$ cat config.mk
export PLATFORM = sky130hd
export DESIGN_NAME = learning_sequencer
export DESIGN_NICKNAME = d
export VERILOG_FILES = /design/src/rtl/learning_sequencer.sv
export SDC_FILE = /design/constraint.sdc
export NUM_CORES = 1
export LEC_CHECK = 0
export CAP_MARGIN = 30
export CORE_MARGIN = 5
export CORE_UTILIZATION = 36
export DETAILED_ROUTE_END_ITERATION = 12
export GPL_TIMING_DRIVEN = 1
export PLACE_DENSITY = 0.53
export SYNTH_ARGS = -nofsm -noshare
export SYNTH_HDL_FRONTEND = slang
export SYNTH_SLANG_ARGS = --single-unit
$ cat constraint.sdc
create_clock -name clk -period 3.61 [get_ports clk]
set_input_delay 1.083 -clock clk [delete_from_list [all_inputs] [get_ports clk]]
set_output_delay 1.083 -clock clk [all_outputs]
set_load 0.005 [all_outputs]
$ cat src/rtl/learning_sequencer.sv
// Learning-mode scheduler: demonstrates each song note, then waits for the
// player to press the matching key, counting hits and timeouts.
module learning_sequencer #(
  parameter int SONG_LEN       = 25,
  parameter int GAP_CYCLES     = 50000000,
  parameter int TIMEOUT_CYCLES = 250000000
) (
  input  logic        clk,
  input  logic        rst,
  input  logic        start,
  input  logic        abort,
  input  logic [3:0]  user_input,
  input  logic [3:0]  mem_note,
  input  logic [25:0] mem_duration,
  output logic [4:0]  mem_addr,
  output logic        key_on,
  output logic [3:0]  key,
  output logic [4:0]  score,
  output logic        hit,
  output logic        miss,
  output logic        busy,
  output logic        done
);

  localparam logic [4:0]  LAST_ADDR = 5'(SONG_LEN - 1);
  localparam logic [27:0] GAP_LAST  = 28'(GAP_CYCLES - 1);
  localparam logic [27:0] TO_LAST   = 28'(TIMEOUT_CYCLES - 1);

  typedef enum logic [2:0] {
    S_IDLE, S_FETCH, S_PLAY, S_GAP, S_WAIT, S_ADV, S_DONE
  } state_t;

  state_t      state_reg, state_next;
  logic [27:0] counter_reg, counter_next;
  logic [3:0]  note_reg, note_next;
  logic [25:0] dur_reg, dur_next;
  logic        armed_reg, armed_next;
  logic [4:0]  addr_reg, addr_next;
  logic        key_on_reg, key_on_next;
  logic [3:0]  key_reg, key_next;
  logic [4:0]  score_reg, score_next;
  logic        hit_reg, hit_next;
  logic        miss_reg, miss_next;
  logic        busy_reg, busy_next;
  logic        done_reg, done_next;

  logic active;
  logic match;
  logic play_end;

  assign active   = (state_reg != S_IDLE) && (state_reg != S_DONE);
  assign match    = armed_reg && (user_input == note_reg);
  assign play_end = (counter_reg[25:0] + 26'd1) == dur_reg;

  always_ff @(posedge clk or posedge rst) begin
    if (rst) begin
      state_reg   <= S_IDLE;
      counter_reg <= '0;
      note_reg    <= '0;
      dur_reg     <= '0;
      armed_reg   <= 1'b0;
      addr_reg    <= '0;
      key_on_reg  <= 1'b0;
      key_reg     <= '0;
      score_reg   <= '0;
      hit_reg     <= 1'b0;
      miss_reg    <= 1'b0;
      busy_reg    <= 1'b0;
      done_reg    <= 1'b0;
    end else begin
      state_reg   <= state_next;
      counter_reg <= counter_next;
      note_reg    <= note_next;
      dur_reg     <= dur_next;
      armed_reg   <= armed_next;
      addr_reg    <= addr_next;
      key_on_reg  <= key_on_next;
      key_reg     <= key_next;
      score_reg   <= score_next;
      hit_reg     <= hit_next;
      miss_reg    <= miss_next;
      busy_reg    <= busy_next;
      done_reg    <= done_next;
    end
  end

  always_comb begin
    state_next = state_reg;
    note_next  = note_reg;
    dur_next   = dur_reg;
    addr_next  = addr_reg;
    score_next = score_reg;
    armed_next = 1'b0;
    hit_next   = 1'b0;
    miss_next  = 1'b0;

    case (state_reg)
      S_IDLE, S_DONE: begin
        if (start) begin
          state_next = S_FETCH;
          addr_next  = '0;
          score_next = '0;
        end
      end
      S_FETCH: begin
        note_next  = mem_note;
        dur_next   = mem_duration;
        state_next = (mem_duration != 26'd0) ? S_PLAY : S_GAP;
      end
      S_PLAY: begin
        if (play_end) state_next = S_GAP;
      end
      S_GAP: begin
        if (counter_reg == GAP_LAST) state_next = (note_reg != 4'd0) ? S_WAIT : S_ADV;
      end
      S_WAIT: begin
        // A key already held when WAIT begins must be released before it counts.
        armed_next = armed_reg | (user_input == 4'd0);
        if (match) begin
          hit_next   = 1'b1;
          score_next = (score_reg == 5'd31) ? 5'd31 : score_reg + 5'd1;
          state_next = S_ADV;
        end else if (counter_reg == TO_LAST) begin
          miss_next  = 1'b1;
          state_next = S_ADV;
        end
      end
      S_ADV: begin
        if (addr_reg == LAST_ADDR) begin
          state_next = S_DONE;
        end else begin
          addr_next  = addr_reg + 5'd1;
          state_next = S_FETCH;
        end
      end
      default: state_next = S_IDLE;
    endcase

    if (abort && active) begin
      state_next = S_IDLE;
      addr_next  = '0;
      score_next = score_reg;
      armed_next = 1'b0;
      hit_next   = 1'b0;
      miss_next  = 1'b0;
    end

    // Outputs are decoded from the next state so they line up with it.
    key_on_next = (state_next == S_PLAY);
    key_next    = ((state_next == S_PLAY) || (state_next == S_GAP)) ? note_next : 4'd0;
    busy_next   = (state_next != S_IDLE) && (state_next != S_DONE);
    done_next   = (state_next == S_DONE);

    if ((state_next == state_reg) &&
        ((state_reg == S_PLAY) || (state_reg == S_GAP) || (state_reg == S_WAIT)))
      counter_next = counter_reg + 28'd1;
    else
      counter_next = '0;
  end

  assign mem_addr = addr_reg;
  assign key_on   = key_on_reg;
  assign key      = key_reg;
  assign score    = score_reg;
  assign hit      = hit_reg;
  assign miss     = miss_reg;
  assign busy     = busy_reg;
  assign done     = done_reg;

endmodule

; ---- Word-level counts from Yosys, hierarchy flattened
; Cells that the tools add are included.
[totals]
mem_bits_ro = 0
mem_bits_rw = 0
out_inout_bits = 19
mem_count = 0
latch_bits = 0
ff_bits = 81
[op_classes]
n_eq_ne = 22
multipliers = 0
reduce_logical = 19
div = 0
shift = 0
n_bitwise = 2
order_cmp = 0
n_mux = 29
add_sub_neg = 4
[ops]
columns = operator, n
row1 = $add 28x1->28 const B, 1
row2 = $eq 28x26->1 const B, 1
row3 = $eq 28x28->1 const B, 1
row4 = $mux 28, 1
row5 = $add 26x1->26 const B, 1
row6 = $eq 26x26->1, 1
row7 = $reduce_bool 26->1, 1
row8 = $mux 5, 5
row9 = $mux 3, 7
row10 = $pmux 5 s2, 2
row11 = $pmux 3 s6, 1
row12 = $eq 3x2->1 const B, 4
row13 = $eq 3x3->1 const B, 4
row14 = $ne 3x3->1 const B, 4
row15 = $mux 1, 11
row16 = $add 5x1->5 const B, 2
row17 = $eq 5x5->1 const B, 2
row18 = $reduce_bool 3->1, 3
row19 = $mux 4, 2
row20 = $logic_and 1x1->1, 5
row21 = $eq 4x4->1, 1
row22 = $logic_not 4->1, 1
row23 = $ne 2x2->1 const B, 2
row24 = $reduce_and 4->1, 1
row25 = 10 further kinds, 12

; ---- Longest topological paths before layout
; Gate-level depths: netlist of the first run.
[depth]
ltp_word = 8
mapped_depth = 12
mapped_depth_nobuf = 9

; ---- Worst setup path before layout of the first run
; OpenSTA, ideal clock, no wires.
[synth_path]
path_type = input to register
start = input port user_input[3]
end = register score_reg[2] (netlist: score[2])
t_required_ps = 3546
t_arrival_ps = 2786
n_path_buf = 0
setup_ps = 64
cell_stages = 7
setup_slack_ps = 760
path_cell_list = xor2_1 nor3_1 nand3_1 a2111oi_0 nand3_1 o22ai_1 a21o_1
[synth_between]
elab_chain_cells = 4
[synth_lines]
columns = item, line_no
row1 = from (decl), 12  ; input logic [3:0] user_input,
row2 = $eq 4x4->1, 52  ; assign match = armed_reg && (user_input == note_reg);
row3 = $logic_and 1x1->1, 52
row4 = $ne 2x2->1 (no source line), --
row5 = $reduce_and 4->1 (no source line), --
row6 = to (signal assigned), 79  ; score_reg <= score_next;
row7 = to (decl), 41  ; logic [4:0] score_reg, score_next;
; Every way passes these cells.
; A chain may end at the register's enable or synchronous reset.

; ---- Final worst setup path of the first run
[layout_path]
start = input port mem_duration[14]
end = register counter_reg[0]
[layout_between]
elab_chain_cells = 7
[layout_lines]
columns = item, line_no
row1 = from (decl), 14  ; input logic [25:0] mem_duration,
row2 = $reduce_bool 26->1, 108  ; state_next = (mem_duration != 26'd0) ? S_PLAY : S_GAP;
row3 = $mux 1, 108
row4 = $pmux 3 s6, 97  ; case (state_reg)
row5 = $mux 3, 139  ; if (abort && active) begin
row6 = $eq 3x3->1, 154  ; if ((state_next == state_reg) &&
row7 = $logic_and 1x1->1, 154
row8 = $mux 28, 154
row9 = net counter_next[0], 34  ; logic [27:0] counter_reg, counter_next;
row10 = to (signal assigned), 72  ; counter_reg <= counter_next;
row11 = to (decl), 34
; The timed path passes the listed nets, and every way through them passes these cells.

==> results of run 1 <==
==> cell type report <==
| cell class | instances | area, sq um | share of cell area |
|---|---|---|---|
| inverters | 12 | 46.3 | 0.00677 |
| clock buffers | 10 | 229 | 0.0335 |
| well taps | 188 | 235 | 0.0344 |
| clock inverters | 6 | 115 | 0.0168 |
| multi-input cells | 462 | 3270 | 0.479 |
| flip-flops and latches | 81 | 2030 | 0.297 |
| repair buffers | 99 | 908 | 0.133 |
==> worst register-to-register path: stages (launching register included) <==
cell	delay, ns
dfrtp_1	0.35
buf_4	0.15
nand4_1	0.44
nor4_1	0.73
xnor2_1	0.20
o2111a_1	0.19
nand4_1	0.19
nor4_4	0.41
buf_12	0.23
o22ai_1	0.16
==> synthesized netlist by cell type (10+ instances only) <==
master,n
xnor2_1,25
nand3_1,32
nand2b_1,10
o21ai_1,10
o2111ai_1,23
or4_1,20
buf_2,15
mux2_2,30
nand2_1,29
o211ai_1,19
o22ai_1,21
o21ai_0,12
clkbuf_1,24
nor4_1,17
nor2_1,51
nand4_1,18
inv_1,11
dfrtp_1,81
xor2_1,21
and3_1,13
==> cells in the final DEF, fill, tap and decap left out, types with 9 or more instances in the layout <==
master,instances
a21oi_1,9
and3_1,13
buf_4,41
clkbuf_16,9
clkdlybuf4s50_1,56
dfrtp_1,81
inv_1,10
mux2_2,30
nand2_1,29
nand2b_1,10
nand3_1,32
nand4_1,18
nor2_1,51
nor3_1,9
nor4_1,17
o2111ai_1,23
o211ai_1,19
o21ai_0,12
o21ai_1,10
o22ai_1,21
or4_1,20
xnor2_1,25
xor2_1,21
==> power groups by stage <==
stage,Clock [mW],Sequential (mW),Combinational (mW)
2_1_floorplan,0,1.28,1.11
3_3_place_gp,0,1.33,1.58
3_5_place_dp,0,1.34,1.60
4_1_cts,1.11,1.32,1.61
5_1_grt,1.14,1.36,1.76
6_report,1.08,1.32,1.62
==> stage by stage <==
stage	utilization	instance area [sq um]	worst slack (ns)	std cells	hold WS, ns
after CTS	0.450	6830	0.341	858	0.510
final	0.450	6830	0.318	858	0.505
after global routing	0.450	6830	0.0916	858	0.555
after detailed placement	0.427	6490	-0.0271	842	0.501
after global placement	0.427	6490	-0.0146	842	0.481
after floorplan	-	5580	0.447	604	0.466
==> routing by layer <==
| layer | track usage | wire (um) | up-vias |
|---|---|---|---|
| met3 | 0.0529 | 1140 | 20 |
| met1 | 0.262 | 7600 | 2523 |
| li1 | - | - | 2428 |
| met5 | 0 | 0 | - |
| met2 | 0.292 | 7700 | 217 |
| met4 | 0.0583 | 330 | 0 |
==> kinds of logic after synthesis <==
group | count (synthesis) | share of synthesized area
and+or+nand+nor | 235 | 0.242
muxes | 31 | 0.0623
AOI/OAI and AO/OA | 142 | 0.186
xor gates and xnor gates | 49 | 0.0843
buffers and inverters | 61 | 0.0513
adders and majority gates | 5 | 0.0112
DFF | 81 | 0.363
==> path summary, 6_finish.rpt <==
path	end	slack, ns
hold reg to reg	armed_reg	0.50
setup reg to reg	counter_reg[0]	0.39
min in group asynchronous	key_on	1.13
setup / recovery	counter_reg[0]	0.32
hold / removal	armed_reg	0.50
max in group asynchronous	note_reg[1]	1.80
==> flow_summary_export.csv, run 1 <==
group,metric,value,unit
cts,cts_resized,0,
power_and_ir_drop,leakage,2.64,nW
setup_path,path_cells,"clkdlybuf4s50_1 > nor4_1 > nand4_1 > o21ai_0 > buf_4 > a211oi_1 > and2_1 > buf_4 > or4_1 > o22ai_1",
synth,syn_area,0.00558,sq mm
die,die-height,135,um
cts,h-tree-depth,3,
synth,synth_edf_count,0,
drt,drt_iter0_markers,577,
cells_and_area,final_nets,708,
setup_path,reg2reg_depth,9,
global_routing,overflow,0,
drt,drcViolationCount,0,
power_and_ir_drop,irDropWorstVdd,0.000406,V
setup_path,crit_required,3.86,ns
power_and_ir_drop,clkPwrFrac,0.269,
drt,dr.pass1.iters,5,
setup_path,startpoint,"mem_duration[14]",
cts,hold_buffers,0,
global_routing,antenna_found_initial,0,
synth,syn_area_per_cell,9.24,sq um
timing,setup_tns,0,ns
synth,yosysSeqAreaShare,0.363,
synth,yosysUniqueCellTypes,72,
timing,post-route-period-util,0.912,
cts,max-clock-path-buffers,2,
die,io_pins,57,
timing,tightest_slew,0.711,ns
cells_and_area,largest_reg_flops,28,
status,status,"completed",
setup_path,crit_fanout,20,
cts,post_cts_buffers,0,
die,core_region_area,0.0152,sq mm
die,die_area,0.0181,sq mm
setup_path,critPathSlowestCell,"clkdlybuf4s50_1",
cells_and_area,syn2layout_area_growth,22.4,%
power_and_ir_drop,p_comb_frac,0.402,
drt,postRouteAntennaNets,0,
synth,ys_async_sr_fraction,1.00,
power_and_ir_drop,power_switching,1.48,mW
timing,max_freq,304,MHz
global_routing,grt_pass1_vias,5072,
cts,worstSkewPairLatency,0.35,ns
power_and_ir_drop,power_density,588,mW/mm^2
synth,ys.flop_type,"dfrtp_1",
place,dpl.hpwl,12500,um
drt,wire_per_inst,19.5,um
hold_path,hp-start,"armed_reg",
synth,synth_top_cell_by_area,"dfrtp_1",
die,die_w,135,um
place,gp_congestion,0.921,
hold_path,holdPathStages,2,
global_routing,grt_pass1_wl,27400,um
timing,finalHoldViolCount,0,
cts,numCtsBuffers,9,
timing,setup_viol,0,
power_and_ir_drop,power_frac_seq,0.329,
power_and_ir_drop,netSwitchingFraction,0.368,
drt,viasPerCell,6.05,
die,initial_utilization,0.367,
synth,synthTopCellsByArea,"dfrtp_1, mux2_2, xnor2_1",
synth,syn_nets,647,
setup_path,worstReg2RegStart,"counter_reg[0]",
setup_path,critical_path.max_stage_delay,0.42,ns
power_and_ir_drop,intPower,2.54,mW
power_and_ir_drop,fin_total_pwr,4.02,mW
cts,clkSinkCount,81,
place,port_buffers,56,
global_routing,track_usage,0.190,
cells_and_area,fill_cells,1484,
timing,slew_viol_final,0,
synth,netlist_instances,604,
setup_path,critPathTopFamily,"simple AND/OR/NAND/NOR gates",
synth,ys_warn_count,0,
cts,clk_pin_slew,0.06,ns
global_routing,grt_max_degree,37,
cells_and_area,n_antenna_cell,0,
hold_path,worstHoldPathType,"reg -> reg",
setup_path,cp.depth,10,
synth,ys_ff_latch,81,
cts,root_buffer,"clkbuf_16",
setup_path,critPathMostFrequentCell,"buf_4",
timing,finalCriticalPeriod,3.29,ns
die,rows,45,
drt,vias,5188,
setup_path,endpoint_kind,"register",
timing,clock_skew,0.0137,ns
timing,maxSlewHeadroom,0.525,
setup_path,path_class,"in -> reg",
cts,tritoncts,"done",
setup_path,start_kind,"input pin",
cells_and_area,drive_above_1_share,0.155,
drt,routed_wl,16800,um
flow_run,max_cap_violations,0,
setup_path,arrival,3.54,ns
setup_path,worst-path-buf-inv,3,
timing,rsz0062_at_grt,"false",
synth,synth_top_area_share,0.363,
Power figures use the tool's default switching activity.
==> run 2, diff against run 1 <==
--- a/config.mk
+++ b/config.mk
@@ -7,10 +7,10 @@
 export LEC_CHECK = 0
 export CAP_MARGIN = 30
 export CORE_MARGIN = 5
-export CORE_UTILIZATION = 36
+export CORE_UTILIZATION = 45
 export DETAILED_ROUTE_END_ITERATION = 12
 export GPL_TIMING_DRIVEN = 1
-export PLACE_DENSITY = 0.53
+export PLACE_DENSITY = 0.64
 export SYNTH_ARGS = -nofsm -noshare
 export SYNTH_HDL_FRONTEND = slang
 export SYNTH_SLANG_ARGS = --single-unit
==> run 2 against run 1 <==
  * Clock power down 23%
  * Clock skew down 0.0019 ns
  * Cell count down 4.4%
  * Total power down 7.6%
  * Die area down 19%
  * Non-clock buffer count down 16
  * Core utilization up 9.9 points
  * Sequential power about the same
  * Maximum frequency down 1.6%
  * Combinational power down 5%
  * Critical path type unchanged
  * Highest routed layer unchanged
==> flow_summary_export.csv, run 2 (synthesis gave the netlist of run 1 again) <==
group,metric,value,unit
power_and_ir_drop,power_density,561,mW/mm^2
setup_path,path_cells,"clkdlybuf4s50_1 > nor4_1 > nand4_1 > o21ai_0 > a211oi_1 > and2_1 > buf_4 > or4_1 > o22ai_1",
cts,root_buffer,"clkbuf_16",
place,place_area,0.00637,sq mm
global_routing,overflow,0,
cells_and_area,largest_reg_flops,28,
timing,post-route-period-util,0.927,
cells_and_area,layout_common_cells,"dfrtp_1, clkdlybuf4s50_1, nor2_1",
global_routing,track_usage,0.231,
setup_path,path_class,"in -> reg",
cts,numCtsBuffers,9,
setup_path,critical_path.max_stage_delay,0.48,ns
timing,finalCriticalPeriod,3.35,ns
drt,postRouteAntennaNets,0,
cts,post_cts_buffers,0,
drt,met1_length,7200,um
place,port_buffers,56,
die,core_region_area,0.0121,sq mm
setup_path,arrival,3.60,ns
drt,drt_iter0_markers,409,
cells_and_area,mostFrequentLayoutCell,"dfrtp_1",
setup_path,crit_required,3.86,ns
global_routing,grt_pass1_wl,27000,um
drt,dr.pass1.iters,5,
cells_and_area,regArea,0.00203,sq mm
cts,clkSinkCount,81,
setup_path,start_kind,"input pin",
power_and_ir_drop,leakage,2.53,nW
global_routing,grt_pass1_vias,5130,
drt,routed.top_layer,"met4",
global_routing,antenna_found_initial,0,
die,die-height,121,um
setup_path,critPathTopFamily,"simple AND/OR/NAND/NOR gates",
timing,clock_skew,0.0119,ns
timing,tightest_slew,0.804,ns
hold_path,worstHoldPathType,"reg -> reg",
timing,finalHoldViolCount,0,
timing,slew_viol_final,0,
cts,tritoncts,"done",
cts,hold_buffers,0,
cells_and_area,fill_cells,1095,
place,gp_congestion,0.928,
setup_path,endpoint_kind,"register",
cells_and_area,fin_area,0.00662,sq mm
drt,routed_wl,16200,um
cells_and_area,utilization,0.549,
timing,setup_tns,0,ns
power_and_ir_drop,irDropWorstVdd,0.000336,V
timing,holdWs,0.501,ns
cells_and_area,n_antenna_cell,0,
place,dp_slack,-0.0727,ns
die,rows,40,
drt,drcViolationCount,0,
cts,worstSkewPairLatency,0.35,ns
cts,h-tree-depth,3,
cts,clk_pin_slew,0.06,ns
die,die_w,121,um
cells_and_area,drive_above_1_share,0.132,
cells_and_area,final_nets,692,
timing,maxSlewHeadroom,0.459,
drt,wl_met2,7520,um
drt,vias,5203,
cells_and_area,multi_input_area,0.00327,sq mm
setup_path,worst-path-buf-inv,2,
die,io_pins,57,
setup_path,critPathSlowestCell,"or4_1",
timing,max_freq,299,MHz
drt,wl_met3,1080,um
cells_and_area,syn2layout_area_growth,18.6,%
place,dpl.hpwl,11700,um
timing,setup_viol,0,
cts,max-clock-path-buffers,2,
cts,cts_resized,0,
status,status,"completed",
die,initial_utilization,0.463,
timing,rsz0062_at_grt,"false",
die,die_area,0.0147,sq mm
setup_path,crit_fanout,14,
global_routing,grt_max_degree,57,
drt,viasPerCell,6.35,
flow_run,max_cap_violations,0,
timing,setup_slack,0.264,ns
drt,wire_per_inst,19.8,um
-- run 2: cell count changes in the layout (fill, tap and decap cells not counted), sizes merged --
cell      before  now
clkinv         4    5
bufinv         3    0
buf           43   27
inv           11   10
clkinvlp       0    1
-- run 2: metal layers --
layer	vias up	global-route usage
li1	2404	-
met5	-	0
met2	224	0.366
met1	2533	0.318
met3	42	0.0336
met4	0	0.0896
-- run 2: worst reg2reg max path, delay by kind of cell, from the launching register on --
kind            cells  cell delay (ns)
flops               1             0.63
simple gates        4             1.27
compound gates      3             0.99
buf+inv             1             0.22
-- run 2: path summary, 6_finish.rpt --
check,slack (ns),depth (start not counted),start,end
min in group asynchronous,1.07,2,rst,counter_reg[16]
max reg2reg,0.35,8,state_reg[1],counter_reg[2]
min reg2reg,0.50,1,mem_addr[4],mem_addr[4]
max in group asynchronous,1.87,3,rst,dur_reg[6]
max,0.26,9,mem_duration[21],counter_reg[15]
min,0.50,1,mem_addr[4],mem_addr[4]
-- run 2: cell type report --
type                            count  area share
Multi-Input combinational cell    462       0.494
Clock buffer                       10      0.0346
Clock inverter                      4     0.00340
Tap cell                          168      0.0317
Timing Repair Buffer               83       0.123
Sequential cell                    81       0.306
Inverter                           12     0.00699
-- run 2: report_power, final --
part           leakage, nW  total (mW)  internal, mW  switching [mW]
clock network        0.124       0.829         0.455           0.374
logic                 1.34        1.54         0.703           0.836
registers             1.06        1.35          1.13           0.221
total                 2.53        3.71          2.28            1.43
-- run 2: metrics by stage --
stage	instances	total power [mW]
2_1_floorplan	604	2.39
3_3_place_gp	806	2.84
3_5_place_dp	806	2.89
4_1_cts	820	3.73
5_1_grt	820	3.94
6_report	820	3.71
==> run 3, diff against run 2 <==
--- a/config.mk
+++ b/config.mk
@@ -5,7 +5,7 @@
 export SDC_FILE = /design/constraint.sdc
 export NUM_CORES = 1
 export LEC_CHECK = 0
-export CAP_MARGIN = 30
+export CAP_MARGIN = 20
 export CORE_MARGIN = 5
 export CORE_UTILIZATION = 45
 export DETAILED_ROUTE_END_ITERATION = 12
==> results of run 3 <==
No change in the layout: final DEF, timing and power equal those of run 2.
